[config.mk]
export PLATFORM = sky130hd
export DESIGN_NAME = rand_pos_ctrl
export DESIGN_NICKNAME = d
export VERILOG_FILES = /design/src/rtl/rand_pos_ctrl.sv
export SDC_FILE = /design/constraint.sdc
export NUM_CORES = 1
export LEC_CHECK = 0
export BUFFER_PORTS_ARGS = -buffer_cell sky130_fd_sc_hd__buf_2
export CAP_MARGIN = 10
export CORE_ASPECT_RATIO = 0.8
export CORE_MARGIN = 8
export CORE_UTILIZATION = 60
export DETAILED_ROUTE_END_ITERATION = 16
export HOLD_SLACK_MARGIN = 0.02
export PLACE_DENSITY = 0.79
export SYNTH_ARGS = -nofsm -noshare
export SYNTH_HDL_FRONTEND = slang
export SYNTH_SLANG_ARGS = --single-unit
[constraint.sdc]
create_clock -name i_clk -period 3.96 [get_ports i_clk]
set_input_delay 0.396 -clock i_clk [delete_from_list [all_inputs] [get_ports i_clk]]
set_output_delay 0.396 -clock i_clk [all_outputs]
set_load 0.005 [all_outputs]
[src/rtl/rand_pos_ctrl.sv]
// rand_pos_ctrl: draws up to MAX_NUM distinct, in-range grid cells from the shared random generator.
// Optional: define RAND_POS_EXCLUDE_EN to also reject cell (EXCL_X, EXCL_Y) as the ball spawn cell.
module rand_pos_ctrl #(
    parameter int MAX_NUM   = 7,
    parameter int X_LIMIT   = 16,
    parameter int Y_LIMIT   = 12,
    parameter int MAX_RETRY = 15,
    parameter int EXCL_X    = 0,
    parameter int EXCL_Y    = 0
) (
    input  logic        i_clk,
    input  logic        i_rst,
    input  logic        i_start,
    input  logic [3:0]  i_num,
    input  logic [15:0] i_rand,
    output logic        o_rand_req,
    output logic        o_busy,
    output logic        o_pos_valid,
    output logic [3:0]  o_pos_idx,
    output logic [3:0]  o_pos_x,
    output logic [3:0]  o_pos_y,
    output logic        o_done,
    output logic        o_fail
);

    typedef enum logic [2:0] {
        S_IDLE,
        S_REQ,
        S_SAMPLE,
        S_CHECK,
        S_DONE
    } state_t;

    localparam logic [3:0] NUM_CAP   = 4'(MAX_NUM);
    localparam logic [4:0] X_LIM     = 5'(X_LIMIT);
    localparam logic [4:0] Y_LIM     = 5'(Y_LIMIT);
    localparam logic [8:0] RETRY_LIM = 9'(MAX_RETRY);
    localparam logic [3:0] EX_X      = 4'(EXCL_X);
    localparam logic [3:0] EX_Y      = 4'(EXCL_Y);
`ifdef RAND_POS_EXCLUDE_EN
    localparam bit EXCL_EN = 1'b1;
`else
    localparam bit EXCL_EN = 1'b0;
`endif

    state_t      r_state;
    state_t      w_next;

    logic [3:0]  r_num;
    logic [3:0]  r_count;
    logic [7:0]  r_retry;
    logic [3:0]  r_cand_x;
    logic [3:0]  r_cand_y;
    logic [3:0]  r_mem_x [MAX_NUM];
    logic [3:0]  r_mem_y [MAX_NUM];

    logic        r_pos_valid;
    logic [3:0]  r_pos_idx;
    logic [3:0]  r_pos_x;
    logic [3:0]  r_pos_y;
    logic        r_done;
    logic        r_fail;

    logic [3:0]  w_n_start;
    logic        w_dup;
    logic        w_range_bad;
    logic        w_excl_hit;
    logic        w_reject;
    logic        w_last;
    logic        w_retry_out;
    logic        w_unused;

    // Only the low byte of the random word carries a cell.
    assign w_unused = &{1'b0, i_rand[15:8]};

    assign w_n_start = (i_num > NUM_CAP) ? NUM_CAP : i_num;

    // Candidate checks: range, reserved cell, and a parallel compare against every stored entry.
    assign w_range_bad = ({1'b0, r_cand_x} >= X_LIM) || ({1'b0, r_cand_y} >= Y_LIM);
    assign w_excl_hit  = EXCL_EN && (r_cand_x == EX_X) && (r_cand_y == EX_Y);

    always_comb begin
        w_dup = 1'b0;
        for (int i = 0; i < MAX_NUM; i++) begin
            if ((4'(i) < r_count) && (r_mem_x[i] == r_cand_x) && (r_mem_y[i] == r_cand_y)) begin
                w_dup = 1'b1;
            end
        end
    end

    assign w_reject    = w_range_bad || w_dup || w_excl_hit;
    assign w_last      = ({1'b0, r_count} + 5'd1) == {1'b0, r_num};
    assign w_retry_out = ({1'b0, r_retry} + 9'd1) == RETRY_LIM;

    always_ff @(posedge i_clk) begin
        if (i_rst) begin
            r_state <= S_IDLE;
        end else begin
            r_state <= w_next;
        end
    end

    always_comb begin
        // NOTE: every output of this block gets a default first, so no path can infer a latch.
        w_next     = r_state;
        o_rand_req = 1'b0;
        o_busy     = 1'b1;
        case (r_state)
            S_IDLE: begin
                o_busy = 1'b0;
                if (i_start) begin
                    w_next = (w_n_start == 4'd0) ? S_DONE : S_REQ;
                end
            end
            S_REQ: begin
                o_rand_req = 1'b1;
                w_next     = S_SAMPLE;
            end
            S_SAMPLE: begin
                w_next = S_CHECK;
            end
            S_CHECK: begin
                if (w_reject) begin
                    w_next = w_retry_out ? S_DONE : S_REQ;
                end else begin
                    w_next = w_last ? S_DONE : S_REQ;
                end
            end
            S_DONE: begin
                w_next = S_IDLE;
            end
            default: begin
                w_next = S_IDLE;
            end
        endcase
    end

    always_ff @(posedge i_clk) begin
        if (i_rst) begin
            r_num       <= '0;
            r_count     <= '0;
            r_retry     <= '0;
            r_cand_x    <= '0;
            r_cand_y    <= '0;
            r_pos_valid <= 1'b0;
            r_pos_idx   <= '0;
            r_pos_x     <= '0;
            r_pos_y     <= '0;
            r_done      <= 1'b0;
            r_fail      <= 1'b0;
            // NOTE: the position store is small and is cleared too, so no stale cell survives a reset.
            for (int i = 0; i < MAX_NUM; i++) begin
                r_mem_x[i] <= '0;
                r_mem_y[i] <= '0;
            end
        end else begin
            r_pos_valid <= 1'b0;
            // The end-of-run strobe trails the DONE state so it lands after the last position strobe.
            r_done      <= (r_state == S_DONE);
            case (r_state)
                S_IDLE: begin
                    if (i_start) begin
                        r_num   <= w_n_start;
                        r_count <= '0;
                        r_retry <= '0;
                        r_fail  <= 1'b0;
                    end
                end
                S_SAMPLE: begin
                    r_cand_x <= i_rand[3:0];
                    r_cand_y <= i_rand[7:4];
                end
                S_CHECK: begin
                    if (w_reject) begin
                        if (r_retry != 8'hFF) begin
                            r_retry <= r_retry + 8'd1;
                        end
                        if (w_retry_out) begin
                            r_fail <= 1'b1;
                        end
                    end else begin
                        for (int i = 0; i < MAX_NUM; i++) begin
                            if (r_count == 4'(i)) begin
                                r_mem_x[i] <= r_cand_x;
                                r_mem_y[i] <= r_cand_y;
                            end
                        end
                        r_pos_valid <= 1'b1;
                        r_pos_idx   <= r_count;
                        r_pos_x     <= r_cand_x;
                        r_pos_y     <= r_cand_y;
                        r_retry     <= '0;
                        if (r_count != 4'hF) begin
                            r_count <= r_count + 4'd1;
                        end
                    end
                end
                default: begin
                end
            endcase
        end
    end

    assign o_pos_valid = r_pos_valid;
    assign o_pos_idx   = r_pos_idx;
    assign o_pos_x     = r_pos_x;
    assign o_pos_y     = r_pos_y;
    assign o_done      = r_done;
    assign o_fail      = r_fail;

endmodule

# --- Word-level counts from Yosys, hierarchy flattened ---
# Memories as Yosys holds them, arrays and structs flattened.
# Cells that the tools add are included.
op_classes:
  addsub: 4
  magnitude_cmp: 9
  eq_ne: 34
  n_mux: 80
  bitwise: 16
  n_reduce_logical: 25
ops:
  columns: ["op", "n"]
  rows:
  - ["4-bit 2-to-1 mux", 18]
  - ["4-bit == test", 14]
  - ["1-bit 2-to-1 mux", 50]
  - ["8-bit 2-to-1 mux", 3]
  - ["8-bit case mux with 2 select lines", 1]
  - ["3-bit 2-to-1 mux", 5]
  - ["1-bit logical AND", 14]
  - ["1-bit OR", 14]
  - ["4-bit by 3-bit == test with 1-bit output, second input constant", 3]
  - ["3-bit by 4-bit < comparator with 1-bit output, first input constant", 3]
  - ["3-bit case mux with 4 select lines", 1]
  - ["2-bit != test, second input constant", 5]
  - ["8-bit by 1-bit adder with 9-bit output, second input constant", 1]
  - ["9-bit by 4-bit == test with 1-bit output, second input constant", 1]
  - ["8-bit by 1-bit adder with 8-bit output, second input constant", 1]
  - ["4-bit by 2-bit == test with 1-bit output, second input constant", 2]
  - ["4-bit zero test", 2]
  - ["1-bit by 4-bit < comparator with 1-bit output, first input constant", 2]
  - ["2-bit by 4-bit < comparator with 1-bit output, first input constant", 2]
  - ["8-bit != test, second input constant", 1]
  - ["4-bit case mux with 2 select lines", 1]
  - ["4-bit AND reduction", 2]
  - ["3-bit by 2-bit == test with 1-bit output, second input constant", 2]
  - ["4-bit by 1-bit adder with 5-bit output, second input constant", 1]
  - ["17 further kinds", 19]
totals:
  ff_bits: 42
  ram_bits: 56
  input_bits: 23
  word_cells: 182
  memories: 2
mem_list:
  columns: ["memory", "words", "width", "rd", "rd_clocked_by_memory_dff", "write_ports", "line", "rtl"]
  rows:
  - ["r_mem_x", 7, 4, 7, 0, 7, "54", "logic [3:0] r_mem_x [MAX_NUM];"]
  - ["r_mem_y", 7, 4, 7, 0, 7, "55", "logic [3:0] r_mem_y [MAX_NUM];"]

# --- Logic depth before layout (Yosys ltp) ---
# Gate-level depths: netlist (run 1).
# An unclocked memory read counts as a cell.
depth:
  ltp_word: 17
  mapped_depth: 12

# --- Worst setup path before layout (run 1) ---
# No wires, ideal clock.
synth_timing:
  kind: "reg-to-reg"
  start: "register r_count[1]"
  end: "memory r_mem_x[1][0], enable pin"
  setup_ns: 0.387
  t_arrival_ns: 2.548
  slack_ns: 1.025
  stages_incl_launch_ff: 11
  n_path_buf: 3
  path_cell_list: "dfxtp_1 > ha_1 > clkbuf_1 > inv_1 > a2111oi_0 > o211ai_1 > nand4_2 > or3_1 > buf_2 > buf_2 > o31ai_1"
synth_lines:
  columns: ["element", "line", "rtl"]
  rows:
  - ["start, declared", "50", "logic [3:0] r_count;"]
  - ["start signal, assigned", "194", "r_count <= r_count + 4'd1;"]
  - ["end, declared", "54", null]

==> impl_results.md, run 1 <==
- Syn-to-layout area delta: 7.39%
- YS warnings: 0
- Outcome: finished clean
- Total GRT Usage: 0.208
- Post-route cell area: 5200 um^2
- Vias per cell: 6.15
- Synth async-reset ratio: 0
- WHS: approximately 250 ps
- Max_slew headroom: 0.299
- Drt total wl: 10900 um
- Seq/Total Area, Yosys: 0.521
- Setup TNS Final: 0 ps
- Post-Synth Adder-Cell Area: 0.0129
- Gr ovfl total: 0
- Synth cell types: 54
- Post-synth top area cell: edfxtp_1
- RSZ-0062 raised after global routing: false
- Setup Crit Path Kind: reg2reg
- Routing usage on met2: 0.320
- CTS resizes: 0
- Starting density of the core: 0.615
- Post-detail-place hpwl: about 7200 um
- Share of post-route cells with drive strength above 1: 0.143
- Syn_nets: 483
- Synth top area cells: edfxtp_1 35%, dfxtp_1 17%, xor2_1 9.2%
- Fraction of the cycle the final worst path needs: 0.815
- Maxcap violations: 0
- Final net count: 499
- Most utilized layer in the global route result: met2
- Final core utilization: 0.661
- Fin. Hold Viols: 0
- Die footprint: around 11000 um^2
- Worst reg2reg endpoint: r_mem_x[1][2]
- Cts hold-fix bufs: 0
- Tmin final: ~3200 ps
- Post CTS Setup Buffer Count: 0
- CP Launch Type: flip-flop
- Xor and xnor area share after synthesis: 0.112
- Final setup vio count: 0
- Compound-Gate Fraction of Synth Area: 0.0607
- Vias in the first global route: 3412
- Core area: 7870 um^2
- Final Slew Violations: 0
- Die Width: 116 um
- Global Route met1 Usage: 0.271
- Worst Setup EP: r_mem_x[1][2]
- Placement Setup Slack: 812 ps
- Final worst setup slack: 731 ps
- First-pass GRT wire length: 17600 um
- DRT Pass-1 Iters: 6
- Site Rows: 29
- DRC Markers: 0
- Met3 GRT Util: 0.0571
- Final ANT Viol Nets: 0
- Pwr dens: 384 nW/um^2
- Combinational family with the most area after synthesis: simple AND/OR/NAND/NOR gates
- Multiplexer share of the synthesized area: 0.0480
- CTS Buf Count: 9
- R2R Path Start: r_count[1]
- Final Skew: 10.1 ps
- Setup crit start: r_count[1]
- Worst reg-to-reg path cell count: 8
- Hold Path Class: in2reg
- CP max FO: 13
- CTS tree: yes
- Placed cell area: 5000 um^2
- Crit path DAT: ~3300 ps
- Share of the synthesized area in the top cell type: 0.347
- Flops & latches, synth: 98
- Synth Instances: 455
- Placer congestion estimate: 0.857
- Number of antenna violations at the first check in global routing: 0
- Nature of the critical path endpoint: flip-flop
- Max VDD drop: 0.000309 V
- Register clock-pin slew on the reported worst setup and hold paths: 100 ps
- Max Buffers Root-to-Sink: 2
- EDFF count, synth: 56
- FF-to-FF setup slack: 730 ps
- Post-Synth Simple-Gate Area: 0.191
- Largest net degree at the start of global routing: 39
- Ports: 40
- Worst-Skew Late Latency: 380 ps
- Root buffer cell: clkbuf_8
- Req. time, crit path: 4060 ps
- Number of port buffers: 31
- Cell Area, Synth: 4840 um^2
- P_leak: 2.08 nW
- Antenna diodes: 0
- Highest clock rate: 310 MHz
- Avg WL per Cell: 18.6 um
- H-tree depth: 3
- Measured slew at the worst slew-check pin: 1050 ps
- Hold path start: i_rand[0]
- DR iter-0 viols: 446
- Routed via count: 3594
- Avg Inst Size Synth: 10.6 um^2
- Clock sink count: just under 100
- Top FF cell, synth: edfxtp_1
- Die Y: 96.4 um
-- cell usage after synthesis (all sizes together) (3+ instances only) --
cell     n
edfxtp  56
nor4    53
xor2    51
nor2    44
dfxtp   42
nand2   28
mux2i   21
nor3    20
buf     19
inv     17
clkbuf  15
xnor2   11
a21oi    8
nand3    8
nand4    6
o31ai    6
ha       5
a221o    4
a22o     3
and3     3
o21ai    3
or2      3
or3      3
-- flip-flops by register name (all words and copies together) (netlist names) --
signal and count:
o_done 1, o_fail 1, o_pos_idx 4, o_pos_valid 1, o_pos_x 4, o_pos_y 4, r_cand_x 4, r_cand_y 4
r_count 4, r_mem_x 28, r_mem_y 28, r_num 4, r_retry 8, r_state 3
-- per-layer routing --
| layer | up-vias | wire [um] |
|---|---|---|
| met5 | - | 0 |
| met4 | 0 | 182 |
| met3 | 20 | 957 |
| met2 | 176 | 5110 |
| li1 | 1685 | - |
| met1 | 1713 | 4620 |
-- cells in the final DEF, fill, tap and decap left out, drive strengths merged, types with 3 or more instances in the layout --
master / n
inv: 21
nand3: 8
or3: 3
xnor2: 11
clkinv: 3
a221o: 4
nor2: 44
or2: 3
ha: 5
mux2i: 21
nor3: 20
xor2: 51
edfxtp: 56
nand4: 6
nor4: 53
a21oi: 8
nand2: 28
o21ai: 3
dfxtp: 42
and3: 3
a22o: 3
buf: 39
o31ai: 6
clkbuf: 10
-- layout make-up --
class	count	area, um^2
Timing Repair Buffer	39	215
Inverter	18	67.6
Fill cell	597	2670
Clock inverter	6	51.3
Tap cell	108	135
Multi-Input combinational cell	305	2060
Clock buffer	10	149
Sequential cell	98	2520
-- cells by family after synthesis --
kind of cell,after synthesis
AOI/OAI and AO/OA,38
adders and majority gates,5
buffers and inverters,52
DFF,98
and+or+nand+nor,177
muxes,23
xor gates and xnor gates,62
-- report_power, final --
| group | leakage [nW] | switching [W] | internal [W] |
|---|---|---|---|
| Clock | 0.105 | 0.000377 | 0.000278 |
| Combinational | 1.06 | 0.000113 | 0.0000748 |
| Sequential | 0.918 | 0.0000456 | 0.00111 |
| Total | 2.08 | 0.000536 | 0.00146 |
-- through the flow --
step	power [W]	instances
floorplan	0.00131	455
global placement	0.00136	568
detailed placement	0.00136	568
CTS	0.00200	584
global route	0.00206	584
finish	0.00200	584
-- how the worst min path moves through the flow --
stage | end | slack (ps) | cells after the start
global route | r_cand_x[0] | 240 | 3
global placement | o_fail | 450 | 1
CTS | r_cand_y[1] | 240 | 3
detailed placement | o_fail | 460 | 1
floorplan | o_fail | 460 | 1
finish | r_cand_x[0] | 250 | 3
-- critical path: stages, from the launching register on --
cell and delay (ps):
dfxtp_1 410, ha_1 320, inv_1 350, a2111oi_0 180
o211ai_1 150, nand4_2 180, or3_1 480, o31ai_1 600
buf_4 260
No activity file was read; power rests on OpenSTA's default activity.
==> run 2, diff against run 1 <==
- CORE_UTILIZATION: 60 -> 54
- PLACE_DENSITY: 0.79 -> 0.75
- clock period: 3.96 -> 2.7 ns (I/O delays scaled with it)
==> run 2 against run 1 <==
Critical path depth increased by 1. Largest cell class unchanged. Clock skew increased by 2.2 ps. Hold slack got worse by 120 ps. Combinational power increased by 86%. Sequential share of layout area decreased by 2.7 points. Register-to-register slack got worse by 600 ps. Via count increased by 3.0%. Critical path type unchanged. Routed wire length increased by 5.6%.
==> impl_results.md, run 2 (synthesized netlist as in run 1, its figures left out) <==
- Register clock-pin slew on the reported worst setup and hold paths: 100 ps (about the same)
- CTS tree: yes (unchanged)
- Final core utilization: 0.622 (was 0.661)
- Pwr dens: 530 nW/um^2 (was 384 nW/um^2)
- Final worst setup slack: 132 ps (was 731 ps)
- Post-detail-place hpwl: 8190 um (was 7250 um)
- Req. time, crit path: 2790 ps (was 4060 ps)
- Crit path max-delay family: simple AND/OR/NAND/NOR gates (was compound AO/OA/AOI/OAI gates)
- Placement Setup Slack: -13.6 ps (was 812 ps)
- Vias in the first global route: 3595 (was 3412)
- Final setup vio count: 0 (unchanged)
- Placed cell area: 5290 um^2 (was 5000 um^2)
- Die Width: 122 um (was 116 um)
- Clock network power share: 0.311 (was 0.328)
- Critical path's largest stage delay: 460 ps (was 600 ps)
- Hold Path Class: in2reg (unchanged)
- Cts hold-fix bufs: 0 (unchanged)
- Clock sink count: 98 (unchanged)
- Share of post-route cells with drive strength above 1: 0.215 (was 0.143)
- Crit path DAT: 2660 ps (was 3330 ps)
- Die Y: 101 um (was 96.4 um)
- First-pass GRT wire length: 18600 um (was 17600 um)
- Sw Share: 0.274 (was 0.268)
- CP max FO: 28 (was 13)
- Placer congestion estimate: 0.902 (was 0.857)
- Final Slew Violations: 0 (unchanged)
- Most used cell, CP: buf_4
- Antenna diodes: 0 (unchanged)
- Avg WL per Cell: 18.5 um (was 18.6 um)
- Number of antenna violations at the first check in global routing: 0 (unchanged)
- Outcome: finished clean (unchanged)
- DRC Markers: 0 (unchanged)
- Number of port buffers: 31 (unchanged)
- Final ANT Viol Nets: 0 (unchanged)
- H-tree depth: 3 (unchanged)
- Post-route cell area: 5520 um^2 (was 5200 um^2)
- Critical-path cell list: buf_4, nand2_1, a21oi_1, o211ai_1, nand4_2, or3_4, buf_12, o31ai_1, buf_4 (was ha_1, inv_1, a2111oi_0, o211ai_1, nand4_2, or3_1, o31ai_1, buf_4)
- RSZ-0062 raised after global routing: false (unchanged)
- Root buffer cell: clkbuf_8 (unchanged)
- Site Rows: 31 (was 29)
- P_leak: 2.26 nW (was 2.08 nW)
- CP bufs+invs: 3 (was 2)
- Setup TNS Final: 0 ps (unchanged)
- DRT Pass-1 Iters: 5 (was 6)
- Starting density of the core: 0.545 (was 0.615)
- Commonest non-fill, non-tap cell in the layout: edfxtp_1 (unchanged)
- Final Skew: 12.3 ps (was 10.1 ps)
- Max Buffers Root-to-Sink: 2 (unchanged)
- Biggest regs: r_mem_x (28), r_mem_y (28), r_retry (8) (unchanged)
- Setup Crit Path Kind: reg2reg (unchanged)
- Maxcap violations: 0 (unchanged)
- Fin. Hold Viols: 0 (unchanged)
- Gr ovfl total: 0 (unchanged)
- Syn-to-layout area delta: 14.1% (was 7.39%)
- Routed via count: 3701 (was 3594)
- Total GRT Usage: 0.195 (was 0.208)
- Critical Path Slowest Stage Cell: or3_4 (was o31ai_1)
- Core area: 8880 um^2 (was 7870 um^2)
- Measured slew at the worst slew-check pin: 699 ps (was 1050 ps)
- Die footprint: 12300 um^2 (was 11200 um^2)
- Highest clock rate: 389 MHz (was 310 MHz)
- Ports: 40 (unchanged)
- CP Launch Type: flip-flop (unchanged)
- Sequential power share: 0.570 (was 0.578)
- Commonest cells after routing, fill and taps aside: 56 x edfxtp_1, 52 x nor4_1, 51 x xor2_1, 43 x nor2_1, 38 x dfxtp_1 (was 56 x edfxtp_1, 53 x nor4_1, 51 x xor2_1, 43 x nor2_1, 42 x dfxtp_1)
- Final net count: 529 (was 499)
- Largest net degree at the start of global routing: 29 (was 39)
- Worst-Skew Late Latency: 370 ps (was 380 ps)
- Cell internal pwr: 0.00213 W (was 0.00146 W)
- CTS Buf Count: 9 (unchanged)
- Vias per cell: 5.96 (was 6.15)
- Nature of the critical path endpoint: flip-flop (unchanged)
- Fraction of the cycle the final worst path needs: 0.951 (was 0.815)
- Switching pwr: 0.000802 W (was 0.000536 W)
- Tmin final: 2570 ps (was 3230 ps)
- WHS: 132 ps (was 248 ps)
- Drt total wl: 11500 um (was 10900 um)
- DR iter-0 viols: 335 (was 446)
- Max_slew headroom: 0.533 (was 0.299)
- Comb pwr share: 0.119 (was 0.094)
- Max VDD drop: 0.000463 V (was 0.000309 V)
## run 2: what timing repair did
action | 4_1_cts | 5_1_grt
pin swaps | 0 | 3
gates resized for setup | 1 | 10
cloned | 0 | 0
setup buffers | 0 | 2
endpoints found under the setup margin | 16 | 62
## run 2: power groups by stage
stage          Sequential, W  Combinational (W)  Clock (W)
2_1_floorplan        0.00168           0.000236          0
3_3_place_gp         0.00170           0.000328          0
3_5_place_dp         0.00170           0.000341          0
4_1_cts              0.00167           0.000343   0.000924
5_1_grt              0.00168           0.000377   0.000974
6_report             0.00167           0.000349   0.000911
## run 2: final cells by class
type	instances	area, um^2
repair buffers	69	494
fillers	687	3360
inverters	18	67.6
well taps	115	144
clock inverters	6	57.6
multi-input cells	305	2110
flip-flops and latches	98	2530
clock buffers	10	128
## run 2: worst paths after layout
kind / slack, ps / to / cells after the start / startpoint
worst max-delay path: 130 / r_mem_y[1][2] / 9 / r_cand_y[3]
worst min-delay path: 130 / r_cand_x[1] / 3 / i_rand[1]
worst max register to register: 130 / r_mem_y[1][2] / 9 / r_cand_y[3]
worst min register to register: 500 / o_pos_x[1] / 2 / o_pos_x[1]
## run 2: metrics by stage
step | std cells | power (W)
after floorplan | 455 | 0.00192
after global placement | 603 | 0.00203
after detailed placement | 603 | 0.00204
after CTS | 619 | 0.00293
after global routing | 621 | 0.00303
final | 621 | 0.00293
## run 2: worst min-delay path, stage by stage
cell	delay, ps
buf_2	80
mux2i_1	60
nor2_1	70
## run 2: per-layer routing
metal  track usage  wire, um  vias up
li1              -         -     1734
met1         0.255      5010     1791
met2         0.312      5460      155
met3        0.0454       807       21
met4        0.0596       211        0
met5             0         0        -
